[config.mk]
export PLATFORM = sky130hd
export DESIGN_NAME = multi_cycle_adder
export DESIGN_NICKNAME = d
export VERILOG_FILES = /design/src/rtl/multi_cycle_adder.sv
export SDC_FILE = /design/constraint.sdc
export NUM_CORES = 1
export LEC_CHECK = 0
export CORE_ASPECT_RATIO = 1.2
export CORE_MARGIN = 4
export CORE_UTILIZATION = 45
export DETAILED_ROUTE_END_ITERATION = 7
export PLACE_DENSITY = 0.72
export SLEW_MARGIN = 20
export SYNTH_ARGS = -nofsm -noshare
export SYNTH_HDL_FRONTEND = slang
export SYNTH_SLANG_ARGS = --single-unit
[constraint.sdc]
create_clock -name clk -period 2.7 [get_ports clk]
set_clock_uncertainty 0.15 [all_clocks]
set_input_delay 0.405 -clock clk [delete_from_list [all_inputs] [get_ports clk]]
set_output_delay 0.405 -clock clk [all_outputs]
set_load 0.01 [all_outputs]
[src/rtl/multi_cycle_adder.sv]
// rtl/multi_cycle_adder.sv - digit-serial WIDTH-bit adder, DIGIT bits per clock, valid/ready handshake
//
// Adds A + B + Cin over NSLICE = WIDTH/DIGIT cycles, least significant slice
// first. The carry between slices is held in a register.
//
// Optional feature macro: MULTI_CYCLE_ADDER_OVF_EN adds output V, the signed
// two's-complement overflow of the completed sum.
//
// Ports:
//   clk, rst_n          clock, asynchronous active-low reset
//   in_valid, in_ready  operand handshake (A, B, Cin)
//   A, B, Cin           operands and carry-in to bit 0
//   out_valid, out_ready result handshake (S, Cout[, V])
//   S, Cout             registered sum and carry-out
//   V                   signed overflow (only with MULTI_CYCLE_ADDER_OVF_EN)

module multi_cycle_adder #(
    parameter int WIDTH = 16,
    parameter int DIGIT = 4
) (
    input  logic             clk,
    input  logic             rst_n,
    input  logic             in_valid,
    output logic             in_ready,
    input  logic [WIDTH-1:0] A,
    input  logic [WIDTH-1:0] B,
    input  logic             Cin,
    output logic             out_valid,
    input  logic             out_ready,
    output logic [WIDTH-1:0] S,
    output logic             Cout
`ifdef MULTI_CYCLE_ADDER_OVF_EN
    ,
    output logic             V
`endif
);

    localparam int NSLICE = WIDTH / DIGIT;
    localparam int CW     = (NSLICE > 1) ? $clog2(NSLICE) : 1;
    localparam logic [CW-1:0] LAST = CW'(NSLICE - 1);

    typedef enum logic [1:0] {
        IDLE = 2'd0,
        ADD  = 2'd1,
        DONE = 2'd2
    } state_t;

    state_t           state_q,     state_d;
    logic [WIDTH-1:0] a_q,         a_d;
    logic [WIDTH-1:0] b_q,         b_d;
    logic             carry_q,     carry_d;
    logic [CW-1:0]    cnt_q,       cnt_d;
    logic [WIDTH-1:0] s_q,         s_d;
    logic             cout_q,      cout_d;
    logic             in_ready_q,  in_ready_d;
    logic             out_valid_q, out_valid_d;
    logic             v_q,         v_d;

    logic [DIGIT-1:0] a_slice;
    logic [DIGIT-1:0] b_slice;
    logic [DIGIT:0]   slice_sum;
    int unsigned      base;

    // Current slice operands and their DIGIT+1-bit sum including the carry reg
    always_comb begin
        base      = int'(cnt_q) * DIGIT;
        a_slice   = a_q[base +: DIGIT];
        b_slice   = b_q[base +: DIGIT];
        slice_sum = {1'b0, a_slice} + {1'b0, b_slice} + {{DIGIT{1'b0}}, carry_q};
    end

    always_comb begin
        state_d     = state_q;
        a_d         = a_q;
        b_d         = b_q;
        carry_d     = carry_q;
        cnt_d       = cnt_q;
        s_d         = s_q;
        cout_d      = cout_q;
        in_ready_d  = in_ready_q;
        out_valid_d = out_valid_q;
        v_d         = v_q;
        case (state_q)
            IDLE: begin
                if (in_valid) begin
                    a_d        = A;
                    b_d        = B;
                    carry_d    = Cin;
                    cnt_d      = '0;
                    in_ready_d = 1'b0;
                    state_d    = ADD;
                end
            end
            ADD: begin
                s_d[base +: DIGIT] = slice_sum[DIGIT-1:0];
                carry_d            = slice_sum[DIGIT];
                if (cnt_q == LAST) begin
                    cout_d      = slice_sum[DIGIT];
                    // Carry into the MSB is recovered from the MSB's sum bit
                    // and its operand bits; overflow is that XOR carry-out.
                    v_d         = slice_sum[DIGIT-1] ^ a_q[WIDTH-1] ^ b_q[WIDTH-1]
                                  ^ slice_sum[DIGIT];
                    out_valid_d = 1'b1;
                    state_d     = DONE;
                end else begin
                    cnt_d = cnt_q + 1'b1;
                end
            end
            DONE: begin
                if (out_ready) begin
                    out_valid_d = 1'b0;
                    in_ready_d  = 1'b1;
                    state_d     = IDLE;
                end
            end
            default: begin
                state_d     = IDLE;
                in_ready_d  = 1'b1;
                out_valid_d = 1'b0;
            end
        endcase
    end

    always_ff @(posedge clk or negedge rst_n) begin
        if (!rst_n) begin
            state_q     <= IDLE;
            a_q         <= '0;
            b_q         <= '0;
            carry_q     <= 1'b0;
            cnt_q       <= '0;
            s_q         <= '0;
            cout_q      <= 1'b0;
            in_ready_q  <= 1'b1;
            out_valid_q <= 1'b0;
            v_q         <= 1'b0;
        end else begin
            state_q     <= state_d;
            a_q         <= a_d;
            b_q         <= b_d;
            carry_q     <= carry_d;
            cnt_q       <= cnt_d;
            s_q         <= s_d;
            cout_q      <= cout_d;
            in_ready_q  <= in_ready_d;
            out_valid_q <= out_valid_d;
            v_q         <= v_d;
        end
    end

    assign in_ready  = in_ready_q;
    assign out_valid = out_valid_q;
    assign S         = s_q;
    assign Cout      = cout_q;
`ifdef MULTI_CYCLE_ADDER_OVF_EN
    assign V         = v_q;
`else
    // Overflow flop has no load without the V port and is removed in synthesis
    logic unused_v;
    assign unused_v  = v_q;
`endif

endmodule

# == After elaboration in Yosys (flattened, before gate mapping) ==
# Cells that the tools add are included.
# totals
ramBits,0
rom_bits,0
mem_count,0
latch_bits,0
elab_cells,51
input_bits,37
output_inout_bits,19
reg_bits,56
# op_classes
n_lt_le_gt_ge,0
eq_ne,7
shift,4
n_addsub,4
bitwise_logic,2
n_div,0
reduce_logical,9
n_mux,16
multipliers,0
# op_table
op,n
4-bit negation with 34-bit output,1
"4-bit by 34-bit variable shift with 16-bit output, first input constant",1
4-bit by 34-bit variable part select with 16-bit output,1
16-bit by 5-bit variable part select with 4-bit output,2
16-bit bitwise mux,1
3-bit AND reduction,4
2-bit 2-to-1 mux,5
"2-bit != test, second input constant",4
1-bit one-hot mux with 3 select lines,2
2-bit one-hot mux with 3 select lines,1
2-bit AND reduction,3
4-bit by 4-bit adder with 5-bit output,1
5-bit by 1-bit adder with 5-bit output,1
1-bit 2-to-1 mux,5
"2-bit == test, second input constant",2
2-bit one-hot mux with 2 select lines,1
"2-bit by 1-bit adder with 2-bit output, second input constant",1
"2-bit by 1-bit == test with 1-bit output, second input constant",1
2-bit logical NOT,1
1-bit inverter,2
1-bit one-hot mux with 2 select lines,1
2-bit nonzero test,1

# == Depth between registers and ports, before layout ==
# Gate-level depths: netlist (run 1).
# logic_depth
depth_word,5
mapped_depth,9
ltp_nobuf,8

# == Worst setup path before layout (run 1) ==
# Ideal clock, no wire load.
# synth_timing
path_type,flip-flop to flip-flop
start,register cnt_q[0]
end,register carry_q
stages_incl_launch_ff,10
n_path_buf,1
period_less_slack_ps,2676
t_required_ps,2424
slack_ps,24
setup_ps,126
arrival_ps,2400
path_cell_list,dfrtp_1 > buf_2 > mux4_2 > fa_1 > inv_1 > fa_1 > nor2b_1 > o21ai_0 > nand2b_1 > a221o_1
# synth_via
elab_chain_cells,4
word_cells_on_any_way,5
cone_classes,add/sub: 2; shift: 2; mux: 1
# synth_lines
item,line_no,rtl
start: declaration,52,"logic [CW-1:0] cnt_q, cnt_d;"
start signal: assignment,141,cnt_q <= cnt_d;
"16-bit by 5-bit variable part select with 4-bit output, on equally long branches","67, 68",
4-bit by 4-bit adder with 5-bit output *,69,"slice_sum = {1'b0, a_slice} + {1'b0, b_slice} + {{DIGIT{1'b0}}, carry_q};"
5-bit by 1-bit adder with 5-bit output *,69,
1-bit one-hot mux with 2 select lines *,83,case (state_q)
end signal: assignment,140,carry_q <= carry_d;
end: declaration,51,"logic carry_q, carry_d;"
# Mark *: on every way between the ends. The rest lies on a longest branch, timed or not.
# A chain may end at the register's enable or synchronous reset.

# == Final worst setup path (run 1) ==
# Ends and elaborated chain as after synthesis.

==> results of run 1 <==
[cell type report]
| class | count | area (sq um) | share of cell area |
|---|---|---|---|
| timing repair buffer | 62 | 611 | 0.180 |
| inverter | 7 | 26.3 | 0.00776 |
| tap | 80 | 100 | 0.0296 |
| multi-input combinational | 121 | 1150 | 0.341 |
| clock buffer | 8 | 90.1 | 0.0266 |
| sequential | 56 | 1400 | 0.415 |
[final timing paths]
kind | from | endpoint | cells past startpoint | slack, ps
min in group clk | S[2] | S[2] | 2 | 340
min reg2reg | S[2] | S[2] | 2 | 340
max in group asynchronous | rst_n | cnt_q[0] | 2 | 1840
max reg2reg | cnt_q[0] | carry_q | 8 | 150
min | rst_n | b_q[0] | 2 | 80
max | cnt_q[0] | carry_q | 8 | 150
[where the power goes]
part | leakage, nW | internal (mW) | switching, mW
clock network | 0.0455 | 0.210 | 0.257
logic | 0.719 | 1.18 | 1.10
registers | 0.691 | 1.22 | 0.245
[sequential cells by signal, summed over array words and instances, names as in the netlist]
signal,count
Cout,1
out_valid,1
state_q,2
carry_q,1
cnt_q,2
S,16
a_q,16
in_ready,1
b_q,16
[kinds of logic (layout without fill, tap and decap cells)]
family	count (synthesis)	after routing	synth area share
and+or+nand+nor	36	36	0.0704
AOI/OAI and AO/OA	29	29	0.0832
adders and majority gates	11	11	0.0580
muxes	43	43	0.218
DFF	56	56	0.533
xor gates and xnor gates	2	2	0.00666
buffers and inverters	15	77	0.0309
[per-stage QoR]
| step | instance area, sq um | utilization | instances | worst slack, ps | power (mW) |
|---|---|---|---|---|---|
| floorplan | 2630 | - | 192 | 23.6 | 2.94 |
| global placement | 3290 | 0.580 | 326 | 175 | 3.69 |
| detailed placement | 3290 | 0.580 | 326 | 79.2 | 3.76 |
| CTS | 3380 | 0.596 | 334 | 65.9 | 4.23 |
| global route | 3390 | 0.597 | 334 | 30.1 | 4.55 |
| finish | 3390 | 0.597 | 334 | 146 | 4.20 |
[routing by layer]
metal  vias up  share of wire
met3         6          0.038
met2        38           0.53
met4         0          0.011
met5         -              0
li1        809              -
met1       837           0.42
[cells in the final DEF, fill, tap and decap left out, drive strengths merged, types with 3 or more instances in the layout]
cell           synthesis  layout
buf                    7       8
clkbuf                 1       8
clkdlybuf4s50          0      54
nor2b                  4       4
o21ai                  6       6
nor2                   9       9
inv                    7       7
o31ai                  6       6
ha                     9       9
mux2                  34      34
a22o                  10      10
dfrtp                 55      55
mux4                   8       8
nand2                 15      15
a21oi                  3       3
==> out/summary.txt, run 1 <==
CTS tree: yes
Worst Setup Start Kind: flop
P&R area growth vs syn: 28.7%
Setup repair after global routing missed its margin: false
Slew headroom: 0.535
Part of the cycle the worst path needs: 0.946
Worst path most repeated cell: fa_1
Wire per inst: 14.4 um
Die X: 77.8 um
DRT iter0 DRCs: 78
CP delay by family, top: adder cells
Met3 global-route usage: 0.0275
GRT Overall Usage: 0.142
CTS Root Cell: clkbuf_8
Slew Viols, Final: 0
Synth Instances: 192
Hold Path Class: in -> async
Critical path fanouts, max: 5
Final net count: 301
CTS H-tree depth: 2
IO Pins: 56
Full die area: 0.00714 sq mm
Synth Flop Type: dfrtp_1
#FFs+latches synth: 56
Cell area after synthesis: 0.00263 sq mm
Starting Density: 0.464
Slowest-stage cell, CP: mux4_2
IR drop worst, VDD: 0.745 mV
CP cell instances: mux4_2, fa_1, inv_1, fa_1, nor2b_1, o21ai_0, nand2b_1, a221o_1
Period minus WS final: 2550 ps
Resize count post-CTS: 0
Synth unique cells: 35
Hold-fix buffers at CTS: 0
P per Cell Area: 1240 mW/mm^2
Max stage delay on crit path: 540 ps
Max Buffers Root-to-Sink: 2
Syn_area_per_cell: 13.7 sq um
Crit Path Category: reg -> reg
Global-route wire length before repair: 8060 um
DP HPWL: 3690 um
Share of cells above drive strength 1: 0.134
Asr flop ratio synth: 1.00
Total Wirelength: 4830 um
Fill count: 453
Post-synthesis sequential area ratio: 0.533
Vias in the first global route: 1758
Ant. Diodes: 0
Syn. warnings: 0
Critical Path RT: 2740 ps
Routed vias/inst: 5.06
GR Util met1: 0.172
Area contributors post-synth: dfrtp_1 (52%), mux2_1 (13%), mux4_2 (6.8%)
Largest net degree at the start of global routing: 57
Via count: 1690
GR peak layer: met2
Syn_nets: 240
Most common cell in the netlist: dfrtp_1
Worst hold margin: 76.1 ps
Clock slew at reported path FFs: 100 ps
Post-synth EDFFs: 0
M2 GR Usage: 0.254
Max cap viols: 0
CP bufs+invs: 1
Tightest Pin Transition: 698 ps
Setup TNS: 0 ps
Finish-stage setup viols: 0
Area leader, netlist: dfrtp_1
Crit end category: flop
Drc violations: 0
Worst path arrival time: 2600 ps
First-pass iteration count of the detailed router: 3
Core area: 0.00567 sq mm
Final Hold Fails: 0
Port Buffers: 55
Gpl congestion: 0.743
Commonest cells post-synth: dfrtp_1 (55), mux2_1 (30), nand2_1 (14), a22o_1 (10)
Total gr overflow: 0
Row count: 30
ANT nets after route: 0
Synth top area share: 0.523
Setup repair bufs after CTS: 0
Clock latency on the worst-skew pair: 300 ps
Initial antenna violation count: 0
Sink Count: 56
Chip height: 91.8 um
FMAX: 392 MHz
Status: finished clean
Leakage: 1.46 nW
CTS buffer count: 5
No activity file was read; power rests on OpenSTA's default activity.
==> inputs of run 2 (changes only) <==
Settings changed: CORE_ASPECT_RATIO 1.2 to default, CORE_MARGIN 4 to 5.
==> run 2 against run 1 <==
Effect of this change: global-route usage grew 0.38 points; power shrank 1.7%; clock-buffer cell count is 3 lower; via count is 2.0% higher; utilization rose by 0.57 points; hold slack better by 260 ps; die area increased by 4.7%; register-to-register slack better by 60 ps; combinational power fell by 4%; final area is 0.11% lower; wire length increased by 2.8%; sequential share of layout area about the same; critical endpoint unchanged; highest routed layer unchanged.
==> out/summary.txt, run 2 (synthesized netlist as in run 1, its figures left out) <==
Met3 global-route usage: 0.0456 (was 0.0275)
R2R setup slack: 210 ps (was 150 ps)
Initial antenna violation count: 0 (unchanged)
Worst Hold Path Cells: 2
CTS buffer count: 5 (unchanged)
GR Util met1: 0.183 (was 0.172)
Fill count: 481 (was 453)
ANT nets after route: 0 (unchanged)
IO Pins: 56 (unchanged)
Worst hold margin: 338 ps (was 76.1 ps)
GRT Overall Usage: 0.146 (was 0.142)
FMAX: 401 MHz (was 392 MHz)
Total gr overflow: 0 (unchanged)
Sink Count: 56 (unchanged)
Total Wirelength: 4960 um (was 4830 um)
Worst path most repeated cell: fa_1 (unchanged)
Max cap viols: 0 (unchanged)
Full die area: 0.00748 sq mm (was 0.00714 sq mm)
Row count: 27 (was 30)
Global-route wire length before repair: 8540 um (was 8060 um)
Finish-stage setup viols: 0 (unchanged)
Max stage delay on crit path: 520 ps (was 540 ps)
Gpl congestion: 0.765 (was 0.743)
Vias in the first global route: 1817 (was 1758)
Largest net degree at the start of global routing: 45 (was 57)
DRT iter0 DRCs: 60 (was 78)
Final core utilization: 0.603 (was 0.597)
Clock slew at reported path FFs: 100 ps (about the same)
Tightest Pin Transition: 556 ps (was 698 ps)
Critical path fanouts, max: 4 (was 5)
P&R area growth vs syn: 28.5% (was 28.7%)
Routed vias/inst: 5.27 (was 5.06)
Worst Setup Start Kind: flop (unchanged)
Chip height: 86.5 um (was 91.8 um)
Reg-to-Reg Start: cnt_q[0] (unchanged)
CTS Root Cell: clkbuf_8 (unchanged)
CP delay by family, top: adder cells (unchanged)
Wire per inst: 15.2 um (was 14.4 um)
Status: finished clean (unchanged)
Core area: 0.00561 sq mm (was 0.00567 sq mm)
CP bufs+invs: 1 (unchanged)
Drc violations: 0 (unchanged)
GR peak layer: met2 (unchanged)
Via count: 1724 (was 1690)
Worst path arrival time: 2550 ps (was 2600 ps)
P per Cell Area: 1220 mW/mm^2 (was 1240 mW/mm^2)
Slowest-stage cell, CP: mux4_2 (unchanged)
Setup repair bufs after CTS: 0 (unchanged)
Part of the cycle the worst path needs: 0.923 (was 0.946)
Final net count: 302 (was 301)
Starting Density: 0.469 (was 0.464)
Critical Path RT: 2760 ps (was 2740 ps)
Hold path endpoint: S[1]
Final instance area: 0.00338 sq mm (was 0.00339 sq mm)
Setup repair after global routing missed its margin: false (unchanged)
Crit end category: flop (unchanged)
IR drop worst, VDD: 0.772 mV (was 0.745 mV)
Ant. Diodes: 0 (unchanged)
CTS H-tree depth: 2 (unchanged)
DP HPWL: 3830 um (was 3690 um)
Max Buffers Root-to-Sink: 2 (unchanged)
Share of cells above drive strength 1: 0.137 (was 0.134)
Hold path start: S[1]
Die X: 86.5 um (was 77.8 um)
Port Buffers: 55 (unchanged)
Hold Path Class: reg -> reg (was in -> async)
Clock latency on the worst-skew pair: 310 ps (was 300 ps)
Slew headroom: 0.630 (was 0.535)
CTS tree: yes (unchanged)
Leakage: 1.46 nW (about the same)
Final Hold Fails: 0 (unchanged)
DP Area: 0.00328 sq mm (was 0.00329 sq mm)
Commonest non-fill, non-tap cells in the layout: dfrtp_1 (54), clkdlybuf4s50_1 (54), mux2_1 (30) (unchanged)
Setup TNS: 0 ps (unchanged)
First-pass iteration count of the detailed router: 4 (was 3)
Reg2reg end: carry_q (unchanged)
M2 GR Usage: 0.243 (was 0.254)
Crit Path Category: reg -> reg (unchanged)
R2R depth: 8 (unchanged)
Period minus WS final: 2490 ps (was 2550 ps)
Slew Viols, Final: 0 (unchanged)
CP cell instances: mux4_2, fa_1, inv_1, fa_1, nor2b_1, o21ai_0, nand2b_1, a221o_1 (unchanged)
## run 2: worst max path at each step
stage / start / end / slack (ps) / depth (start not counted)
floorplan: cnt_q[0] / carry_q / 20 / 9
global placement: cnt_q[0] / carry_q / 200 / 8
detailed placement: cnt_q[0] / carry_q / 150 / 8
CTS: cnt_q[0] / carry_q / 140 / 8
global route: cnt_q[0] / carry_q / 20 / 8
finish: cnt_q[0] / carry_q / 210 / 8
## run 2: area by class of cell
class	count	area, sq um	area share
Sequential cell	56	1400	0.415
Multi-Input combinational cell	121	1150	0.339
Timing Repair Buffer	63	623	0.184
Tap cell	72	90.1	0.0266
Clock buffer	5	68.8	0.0203
Inverter	7	26.3	0.00777
Clock inverter	3	22.5	0.00666
## run 2: through the flow
stage | power, mW | setup slack, ps | std cells
floorplan | 2.94 | 23.6 | 192
global placement | 3.68 | 200 | 318
detailed placement | 3.74 | 151 | 318
CTS | 4.21 | 142 | 326
global route | 4.48 | 22.3 | 327
finish | 4.13 | 208 | 327
## run 2: layer usage
metal  wire length (um)  vias to the layer above
li1                   -                      818
met1               2220                      850
met2               2350                       49
met3                329                        7
met4                 57                        0
met5                  0                        -
## run 2: repair_timing
action                                  in CTS  in global routing
endpoints found under the setup margin       0                  1
hold buffers                                 0                  1
hold endpoints to repair                     0                 41
gates resized for setup                      0                  1
## run 2: worst min-delay path, stage by stage (launching register included)
cell,delay [ps]
dfrtp_1,360
nand2_1,50
o31ai_1,50
## run 2: power by group
part / switching (mW) / internal, mW / total, mW
Sequential: 0.252 / 1.22 / 1.47
Combinational: 1.07 / 1.13 / 2.20
Clock: 0.280 / 0.186 / 0.467
Total: 1.60 / 2.53 / 4.13
